==> src/rtl/legv8_pkg.sv <==
// legv8_pkg
//   Shared definitions for the LEGv8 execute/memory pipeline slice.
//   - Bit positions of the ALU status / NZCV flag vector, ordered {V,C,N,Z}.
//   - Four-bit B.cond condition codes (EQ .. NV).
package legv8_pkg;

    // Bit indices into status[3:0] and flags[3:0]
    localparam int ST_V = 3;
    localparam int ST_C = 2;
    localparam int ST_N = 1;
    localparam int ST_Z = 0;

    // B.cond condition codes
    localparam logic [3:0] COND_EQ = 4'h0;
    localparam logic [3:0] COND_NE = 4'h1;
    localparam logic [3:0] COND_HS = 4'h2;
    localparam logic [3:0] COND_LO = 4'h3;
    localparam logic [3:0] COND_MI = 4'h4;
    localparam logic [3:0] COND_PL = 4'h5;
    localparam logic [3:0] COND_VS = 4'h6;
    localparam logic [3:0] COND_VC = 4'h7;
    localparam logic [3:0] COND_HI = 4'h8;
    localparam logic [3:0] COND_LS = 4'h9;
    localparam logic [3:0] COND_GE = 4'hA;
    localparam logic [3:0] COND_LT = 4'hB;
    localparam logic [3:0] COND_GT = 4'hC;
    localparam logic [3:0] COND_LE = 4'hD;
    localparam logic [3:0] COND_AL = 4'hE;
    localparam logic [3:0] COND_NV = 4'hF;

endpackage

==> src/rtl/legv8_cond_eval.sv <==
// legv8_cond_eval
//   Combinational evaluation of a B.cond condition code against NZCV flags.
//   Ports:
//     flags [3:0] in  : architectural flags, {V,C,N,Z}
//     cond  [3:0] in  : condition code
//     pass        out : 1 when the condition holds
module legv8_cond_eval
    import legv8_pkg::*;
(
    input  logic [3:0] flags,
    input  logic [3:0] cond,
    output logic       pass
);

    logic v, c, n, z;

    assign v = flags[ST_V];
    assign c = flags[ST_C];
    assign n = flags[ST_N];
    assign z = flags[ST_Z];

    always_comb begin
        pass = 1'b0;
        case (cond)
            COND_EQ: pass = z;
            COND_NE: pass = ~z;
            COND_HS: pass = c;
            COND_LO: pass = ~c;
            COND_MI: pass = n;
            COND_PL: pass = ~n;
            COND_VS: pass = v;
            COND_VC: pass = ~v;
            COND_HI: pass = c & ~z;
            COND_LS: pass = ~c | z;
            COND_GE: pass = (n == v);
            COND_LT: pass = (n != v);
            COND_GT: pass = ~z & (n == v);
            COND_LE: pass = z | (n != v);
            // AL and NV both mean "always" in LEGv8
            COND_AL: pass = 1'b1;
            COND_NV: pass = 1'b1;
            default: pass = 1'b0;
        endcase
    end

endmodule

==> src/rtl/legv8_ex_mem_stage.sv <==
// legv8_ex_mem_stage
//   EX/MEM pipeline register sitting directly after the 64-bit LEGv8 ALU.
//   Holds the architectural NZCV flags and resolves B.cond / CBZ / CBNZ into
//   a registered take-branch bit for fetch.
//   Ports:
//     clock, reset_n            : rising-edge clock, async active-low reset
//     in_valid / in_ready       : upstream handshake from EX
//     F, status                 : ALU result and ALU flags {V,C,N,Z}
//     store_data, branch_target : STUR data, computed branch address
//     rd, reg_write, mem_read, mem_write, set_flags : control fields
//     is_bcond, is_cbz, is_cbnz, cond : branch kind and condition code
//     flush                     : kill held entry and inbound instruction
//     out_valid / out_ready     : downstream handshake to MEM
//     out_*                     : registered payload
//     flags                     : architectural NZCV, {V,C,N,Z}
module legv8_ex_mem_stage
    import legv8_pkg::*;
#(
    parameter int WIDTH = 64
) (
    input  logic             clock,
    input  logic             reset_n,

    input  logic             in_valid,
    output logic             in_ready,
    input  logic [WIDTH-1:0] F,
    input  logic [3:0]       status,
    input  logic [WIDTH-1:0] store_data,
    input  logic [WIDTH-1:0] branch_target,
    input  logic [4:0]       rd,
    input  logic             reg_write,
    input  logic             mem_read,
    input  logic             mem_write,
    input  logic             set_flags,
    input  logic             is_bcond,
    input  logic             is_cbz,
    input  logic             is_cbnz,
    input  logic [3:0]       cond,
    input  logic             flush,

    output logic             out_valid,
    input  logic             out_ready,
    output logic [WIDTH-1:0] out_result,
    output logic [WIDTH-1:0] out_store_data,
    output logic [WIDTH-1:0] out_branch_target,
    output logic [4:0]       out_rd,
    output logic             out_reg_write,
    output logic             out_mem_read,
    output logic             out_mem_write,
    output logic             out_take_branch,
    output logic [3:0]       flags
);

    // Handshake: a side transfers on a cycle where its valid and ready are
    // both high at the rising edge. valid must not depend on ready; the
    // register may accept and drain in the same cycle, so in_ready is high
    // whenever the register is empty or is being emptied this cycle. flush
    // overrides everything: nothing is accepted and the held entry is killed.
    logic accept;
    logic cond_pass;
    logic take_branch_d;

    assign in_ready = ~out_valid | out_ready;
    assign accept   = in_valid & in_ready & ~flush;

    // B.cond looks at the flags register as it stands now, i.e. before any
    // update made by this same accept; that is what gives a flag-setting
    // instruction in cycle n visibility to a B.cond accepted in cycle n+1.
    legv8_cond_eval u_cond_eval (
        .flags (flags),
        .cond  (cond),
        .pass  (cond_pass)
    );

    // CBZ/CBNZ test the zero flag of the ALU result that accompanies them.
    // Priority bcond > cbz > cbnz only matters for illegal encodings.
    always_comb begin
        take_branch_d = 1'b0;
        if (is_bcond) begin
            take_branch_d = cond_pass;
        end else if (is_cbz) begin
            take_branch_d = status[ST_Z];
        end else if (is_cbnz) begin
            take_branch_d = ~status[ST_Z];
        end
    end

    always_ff @(posedge clock or negedge reset_n) begin
        if (!reset_n) begin
            out_valid         <= 1'b0;
            out_result        <= '0;
            out_store_data    <= '0;
            out_branch_target <= '0;
            out_rd            <= '0;
            out_reg_write     <= 1'b0;
            out_mem_read      <= 1'b0;
            out_mem_write     <= 1'b0;
            out_take_branch   <= 1'b0;
            flags             <= 4'b0000;
        end else if (flush) begin
            out_valid <= 1'b0;
        end else if (accept) begin
            out_valid         <= 1'b1;
            out_result        <= F;
            out_store_data    <= store_data;
            out_branch_target <= branch_target;
            out_rd            <= rd;
            out_reg_write     <= reg_write;
            out_mem_read      <= mem_read;
            out_mem_write     <= mem_write;
            out_take_branch   <= take_branch_d;
            if (set_flags) begin
                flags <= status;
            end
        end else if (out_ready) begin
            // Drain with no replacement; payload keeps its last value.
            out_valid <= 1'b0;
        end
    end

endmodule

==> config.mk <==
export PLATFORM = sky130hd
export DESIGN_NAME = legv8_ex_mem_stage
export DESIGN_NICKNAME = d
export VERILOG_FILES = /design/src/rtl/legv8_pkg.sv /design/src/rtl/legv8_cond_eval.sv /design/src/rtl/legv8_ex_mem_stage.sv
export SDC_FILE = /design/constraint.sdc
export NUM_CORES = 1
export LEC_CHECK = 0
export BUFFER_PORTS_ARGS = -buffer_cell sky130_fd_sc_hd__buf_2
export CAP_MARGIN = 20
export CORE_AREA = 4 4 164 166
export DETAILED_ROUTE_END_ITERATION = 8
export DIE_AREA = 0 0 168 170
export GPL_TIMING_DRIVEN = 0
export MAX_ROUTING_LAYER = met4
export SETUP_SLACK_MARGIN = 0.2
export SLEW_MARGIN = 15
export SYNTH_ARGS = -nofsm -noshare
export SYNTH_HDL_FRONTEND = slang
export SYNTH_SLANG_ARGS = --single-unit
export TNS_END_PERCENT = 10
==> constraint.sdc <==
create_clock -name clock -period 1.7 [get_ports clock]
set_input_delay 0.085 -clock clock [delete_from_list [all_inputs] [get_ports clock]]
set_output_delay 0.085 -clock clock [all_outputs]
set_load 0.01 [all_outputs]
==> key figures, run 1 <==
Global routing
  • Initial antenna violation count: 0
  • Gr ovfl total: 0
  • First-pass GRT wire length: ~39000 um
  • Largest net degree at the start of global routing: 100
  • GRT Overall Usage: approximately 17%
  • Vias in the first global route: 7425

Setup path
  • Critical Path Source Type: register
  • WP data arrival: 2.04 ns
  • Crit. End Element: register
  • Critical Path RT: 2.08 ns
  • Crit Path Max Fanout: 10
  • Setup CP Type: register to register

Pwr
  • P per Cell Area: 1093 nW/um^2
  • Maximum vdd drop: 0.0008319 V
  • Sequential power share: 41.2%
  • Internal cell power: 11.12 mW
  • Design Power: 15.03 mW
  • Leakage: approximately 6.6 nW
  • Switching Fraction: approximately a quarter
  • Switching power: 3.910 mW
  • Clk pwr share: 35.5%
  • Comb power frac: 23.3%

Route
  • Routed len/inst: between 15 and 20 um
  • Via density per instance: approximately 4.4
  • First-iteration detailed-routing DRC count: about 220
  • ANT nets after route: 0
  • Total wire length: 25600 um
  • Router iterations before antenna repair: 4
  • DRC viols: 0
  • DR vias: 6536

Synth
  • Synth Flop Type: dfrtp_1
  • Fraction of registers with async set/reset: 100.0%
  • Syn avg cell area: 16.77 um^2
  • Ys Warns: 0
  • Cell variety after synth: 30
  • Syn Nets: 688
  • Number of enable flip-flop cells after synthesis: 0
  • Yosys reg bits: 206
  • Seq/Total Area, Yosys: 65.25%
  • Netlist Area Pre-Place: 7900 um^2
  • Post-Syn Instances: about 470

Timing
  • Worst slew margin: 62.88%
  • Final worst slack: 0.04100 ns
  • Pin slew with the least headroom to its limit: 0.5549 ns
  • Max Clk Rate: between 600 and 700 MHz
  • Final Slew Violations: 0
  • Final hold violations: 0
  • Final Cycle Share: 97.59%
  • Max Clock Skew: ~0.0055 ns
  • Setup violations, final: 0
  • Unrepaired setup endpoints after global routing: true
  • Crit path time final: approximately 1.7 ns

Layout
  • Commonest non-fill, non-tap cell in the layout: buf_2
  • Commonest non-fill, non-tap cells in the layout: 422 x buf_2, 209 x dlygate4sd3_1, 206 x dfrtp_1, 162 x mux2_2, 42 x mux2_4
  • Layout cells sized above 1: between 60 and 70%
  • Syn-to-layout area delta: 74.01%
  • Post-layout nets: 1348

Floorplanning
  • Initial Util: 30.84%
  • CORE AREA: 25620 um^2
  • # IOs: 424
  • Std cell rows: 59
  • Die H: 170 um
  • DIE WIDTH: between 150 and 200 um
  • DIE AREA: 28560 um^2

Status
  • Run status: finished clean

Job
  • Number of max-cap violations: 0

Clock tree
  • Clock Tree Buf Depth: 3
  • Clk sink count: 206
  • Worst-skew pair later-pin latency: 0.50 ns
  • Worst-path clk slew: approximately 0.06 ns
  • TritonCTS clock tree: done
  • Root Driver: clkbuf_16
  • Num CTS Buffers: 23
  • H-tree depth: 1

Worst hold path
  • Hold crit path type: primary input to register

Place
  • Port Buffer Count: 422
  • Half-perimeter wire length after placement: 17110 um
  • Routability cong.: 0.7879
  • Setup WS pre-CTS: -0.1951 ns
[power by group through the flow]
| stage | Combinational [mW] | Sequential [mW] | Clock [mW] |
|---|---|---|---|
| 3_3_place_gp | 2.90 | 6.21 | 0 |
| 6_report | 3.50 | 6.19 | 5.33 |
| 4_1_cts | 3.38 | 6.16 | 5.53 |
| 2_1_floorplan | 0.994 | 6.65 | 0 |
| 3_5_place_dp | 2.95 | 6.24 | 0 |
| 5_1_grt | 3.75 | 6.29 | 5.67 |
[flip-flops by register name (all words and copies together), names as in the netlist]
name               cells
out_branch_target     64
out_result            64
out_store_data        64
out_rd                 5
flags                  4
out_mem_read           1
out_mem_write          1
out_reg_write          1
out_take_branch        1
out_valid              1
[cell usage after synthesis (2+ instances only)]
library cell  number  area [um^2]
a21oi_1            5        25.02
buf_2              5        25.02
buf_4              8        60.06
buf_6             10        112.6
dfrtp_1          206         5155
inv_1              4        15.01
mux2_2           204         2297
nand2_1            3        11.26
nor2_1             2        7.510
nor3b_1            2        15.01
o21ai_0            3        15.01
[final timing paths]
| kind | start | end | slack (ns) | cells after the start |
|---|---|---|---|---|
| worst max-delay path | out_valid$_DFFE_PN0P_ | out_branch_target[9]$_DFFE_PN0P_ | 0.04 | 6 |
| worst min-delay path | set_flags | flags[2]$_DFFE_PN0P_ | 0.05 | 3 |
| min in group asynchronous | reset_n | out_branch_target[53]$_DFFE_PN0P_ | 0.19 | 3 |
| max in group asynchronous | reset_n | out_branch_target[0]$_DFFE_PN0P_ | 0.60 | 3 |
| worst min register to register | out_reg_write$_DFFE_PN0P_ | out_reg_write$_DFFE_PN0P_ | 0.50 | 1 |
| worst max register to register | out_valid$_DFFE_PN0P_ | out_branch_target[9]$_DFFE_PN0P_ | 0.04 | 6 |
[cell families (layout without fill, tap and decap cells)]
family,Yosys count,after routing,share of synthesized area [%]
buf+inv,28,703,2.740
flops,206,206,65.25
other cells,0,1,0
simple gates,15,15,1.299
mux,205,205,29.20
compound gates,15,15,1.283
xor+xnor,2,2,0.2218
[stage by stage]
step                TNS [ns]  utilization [%]  cell area [um^2]  hold slack, ns  std cells
floorplan                  0                -              7913         -0.2106        471
global placement     -666.08            40.77             10440          0.2901       1228
detailed placement    -27.22            41.02             10510        -0.08838       1230
CTS                        0            52.83             13530         0.01951       1481
global route          -1.931            53.66             13740         0.05688       1481
finish                     0            53.67             13750         0.05137       1482
[repair_timing]
item                                    CTS  global route
pin swaps                                 1             2
gates cloned                              0             0
gates resized for setup                  24            55
hold endpoints to repair                412             0
buffers inserted                          2             0
endpoints found under the setup margin  205           205
hold buffers                            209             0
[layer usage]
| layer | up-vias | share of wire (%) | global-route usage [%] |
|---|---|---|---|
| met2 | 293 | 53 | 30.64 |
| li1 | 2997 | - | - |
| met1 | 3174 | 36 | 18.42 |
| met4 | 0 | 3.7 | 6.951 |
| met5 | - | 0 | - |
| met3 | 72 | 7.0 | 3.624 |
[final cells by class]
| class | instances | area [um^2] |
|---|---|---|
| Timing Repair Buffer | 635 | 4300 |
| Fill cell | 2088 | 11870 |
| Clock buffer | 31 | 645.6 |
| Sequential cell | 206 | 5155 |
| Multi-Input combinational cell | 237 | 2691 |
| Tap cell | 335 | 419.2 |
| Buffer | 24 | 347.8 |
| Clock inverter | 9 | 170.2 |
| Antenna cell | 1 | 2.502 |
| Inverter | 4 | 15.01 |
[worst max-delay path, cell delays in order, from the launching register on]
cell and delay (ns):
dfrtp_1 0.38, nor2b_4 0.14, nor3b_4 0.16, buf_6 0.16, buf_12 0.18, buf_6 0.17
mux2_2 0.34
(Power assumes the default switching activity.)
==> run 2, diff against run 1 <==
--- a/config.mk
+++ b/config.mk
@@ -10,7 +10,6 @@
 export CORE_AREA = 4 4 164 166
 export DETAILED_ROUTE_END_ITERATION = 8
 export DIE_AREA = 0 0 168 170
-export GPL_TIMING_DRIVEN = 0
 export MAX_ROUTING_LAYER = met4
 export SETUP_SLACK_MARGIN = 0.2
 export SLEW_MARGIN = 15
==> key figures, run 2 (synthesized netlist as in run 1, its figures left out) <==
Pwr
  • Design Power: roughly 15 mW
  • P per Cell Area: 1068 nW/um^2
  • Maximum vdd drop: 0.0008554 V
  • Leakage: 6.553 nW

Clock tree
  • TritonCTS clock tree: done
  • Worst-skew pair later-pin latency: 0.50 ns
  • Clock Tree Buf Depth: 3
  • Num CTS Buffers: 23
  • Root Driver: clkbuf_16
  • Clk sink count: 206
  • Worst-path clk slew: 0.06 ns
  • H-tree depth: 1

Route
  • DRC viols: 0
  • Via density per instance: 4.373
  • Router iterations before antenna repair: 4
  • First-iteration detailed-routing DRC count: approximately 180
  • Routed len/inst: 16.79 um
  • DR vias: 6516
  • Total wire length: approximately 25000 um
  • ANT nets after route: 0

Setup path
  • Cells along the critical path: nor2b_4 > nor3b_4 > buf_4 > buf_12 > buf_12 > mux2_2
  • Worst R2R Start: out_valid$_DFFE_PN0P_
  • Reg2reg end: out_branch_target[32]$_DFFE_PN0P_
  • Critical Path RT: 2.08 ns
  • Critical Path Max Stage Delay: 0.37 ns
  • Most common cell on crit path: buf_12
  • Reg2reg setup slack: ~0.019 ns
  • Slowest cell on the critical path: dfrtp_1
  • Crit Path Max Fanout: 19
  • Critical Path Source Type: register
  • FF-to-FF path depth: 6
  • Setup CP Type: register to register
  • WP data arrival: 2.06 ns
  • Crit. End Element: register

Timing
  • Worst slew margin: about two thirds
  • Unrepaired setup endpoints after global routing: true
  • Fin Hold WS: 0.06441 ns
  • Final hold violations: 0
  • Final Cycle Share: 98.88%
  • Crit path time final: roughly 1.7 ns
  • Pin slew with the least headroom to its limit: 0.4760 ns
  • Max Clock Skew: 0.01325 ns
  • Max Clk Rate: 594.9 MHz
  • Setup violations, final: 0
  • Final Slew Violations: 0

Floorplanning
  • DIE WIDTH: 168 um
  • CORE AREA: 25620 um^2
  • Initial Util: 30.84%
  • Die H: 170 um
  • # IOs: 424
  • Std cell rows: 59
  • DIE AREA: 28560 um^2

Global routing
  • Largest net degree at the start of global routing: 49
  • Initial antenna violation count: 1
  • GRT Overall Usage: 17.08%
  • First-pass GRT wire length: 38640 um
  • Vias in the first global route: 7402
  • Gr ovfl total: 0

Layout
  • Layout cells sized above 1: 60.71%
  • Top Registers: out_branch_target (64), out_result (64), out_store_data (64)
  • Post-layout nets: 1355
  • Syn-to-layout area delta: 73.74%
  • Commonest non-fill, non-tap cells in the layout: 422 x buf_2, 209 x dlygate4sd3_1, 206 x dfrtp_1, 179 x mux2_2, 26 x clkbuf_16
  • Commonest non-fill, non-tap cell in the layout: buf_2
  • Fill cell total of the finished layout: 2105

Place
  • Port Buffer Count: around 420
  • Half-perimeter wire length after placement: 16940 um
  • Routability cong.: 0.8121

Worst hold path
  • Worst hold path depth: 5
  • Worst min-delay path startpoint: is_bcond
  • Hold crit path type: primary input to register
  • Hold endpoint: out_take_branch$_DFFE_PN0P_

Status
  • Run status: finished clean

Job
  • Number of max-cap violations: 0
## run 2: cell types whose count changed in the layout (fill, tap and decap cells not counted), sizes merged
cell      change
buf           +4
bufinv        -3
clkbuf        +4
clkinv        -3
clkinvlp      +4
diode         +1
inv           +1
## run 2: how the worst max path moves through the flow
| stage | from | to | cells past startpoint |
|---|---|---|---|
| after global placement | out_valid$_DFFE_PN0P_ | out_store_data[0]$_DFFE_PN0P_ | 5 |
| after global routing | out_valid$_DFFE_PN0P_ | out_store_data[13]$_DFFE_PN0P_ | 6 |
| after CTS | out_valid$_DFFE_PN0P_ | out_store_data[44]$_DFFE_PN0P_ | 5 |
| final | out_valid$_DFFE_PN0P_ | out_branch_target[32]$_DFFE_PN0P_ | 6 |
| after detailed placement | out_valid$_DFFE_PN0P_ | out_store_data[44]$_DFFE_PN0P_ | 5 |
| after floorplan | out_valid$_DFFE_PN0P_ | out_branch_target[0]$_DFFE_PN0P_ | 5 |
## run 2: layer usage
metal,track usage [%],routed length (um),part of all wire (%)
met1,18.26,9150,37
met2,31.04,13210,53
met3,3.693,1726,6.9
met4,6.387,930,3.7
met5,-,0,0
## run 2: what timing repair did
item | in CTS | in global routing
gates resized for setup | 1 | 29
gates cloned | 0 | 3
hold buffers | 209 | 0
pin swaps | 1 | 1
setup buffers | 1 | 5
endpoints found under the hold margin | 412 | 0
endpoints found under the setup margin | 204 | 205
## run 2: power by group
group	leakage, nW	switching (mW)	internal, mW	total, mW
clock network	0.367	1.96	3.05	5.01
logic	3.76	1.51	1.94	3.45
registers	2.42	0.451	5.75	6.20
total	6.55	3.92	10.7	14.7
## run 2: critical path, delay by kind of cell (launching register included)
| kind | cells | cell delay, ns |
|---|---|---|
| buffers and inverters | 3 | 0.48 |
| flip-flops | 1 | 0.37 |
| multiplexers | 1 | 0.35 |
| AND/OR/NAND/NOR | 2 | 0.33 |
## run 2: final cells by class
cell class	instances	area [um^2]	area share [%]
Tap cell	335	419.2	3.054
Multi-Input combinational cell	237	2628	19.14
Clock buffer	32	669.4	4.877
Clock inverter	8	103.9	0.7566
Timing Repair Buffer	666	4731	34.47
Inverter	4	15.01	0.1094
Antenna cell	2	5.005	0.03646
Sequential cell	206	5155	37.56
## run 2: metrics by stage
step / area, um^2 / setup TNS, ns / utilization, % / instances / setup slack [ns]
3_5_place_dp: 10610 / 0 / 41.43 / 1230 / 0.01326
2_1_floorplan: 7913 / 0 / - / 471 / 0.1036
6_report: 13730 / 0 / 53.58 / 1490 / 0.01898
4_1_cts: 13490 / 0 / 52.67 / 1480 / 0.01804
5_1_grt: 13720 / -2.723 / 53.57 / 1489 / -0.04296
3_3_place_gp: 10610 / 0 / 41.43 / 1230 / 0.04073
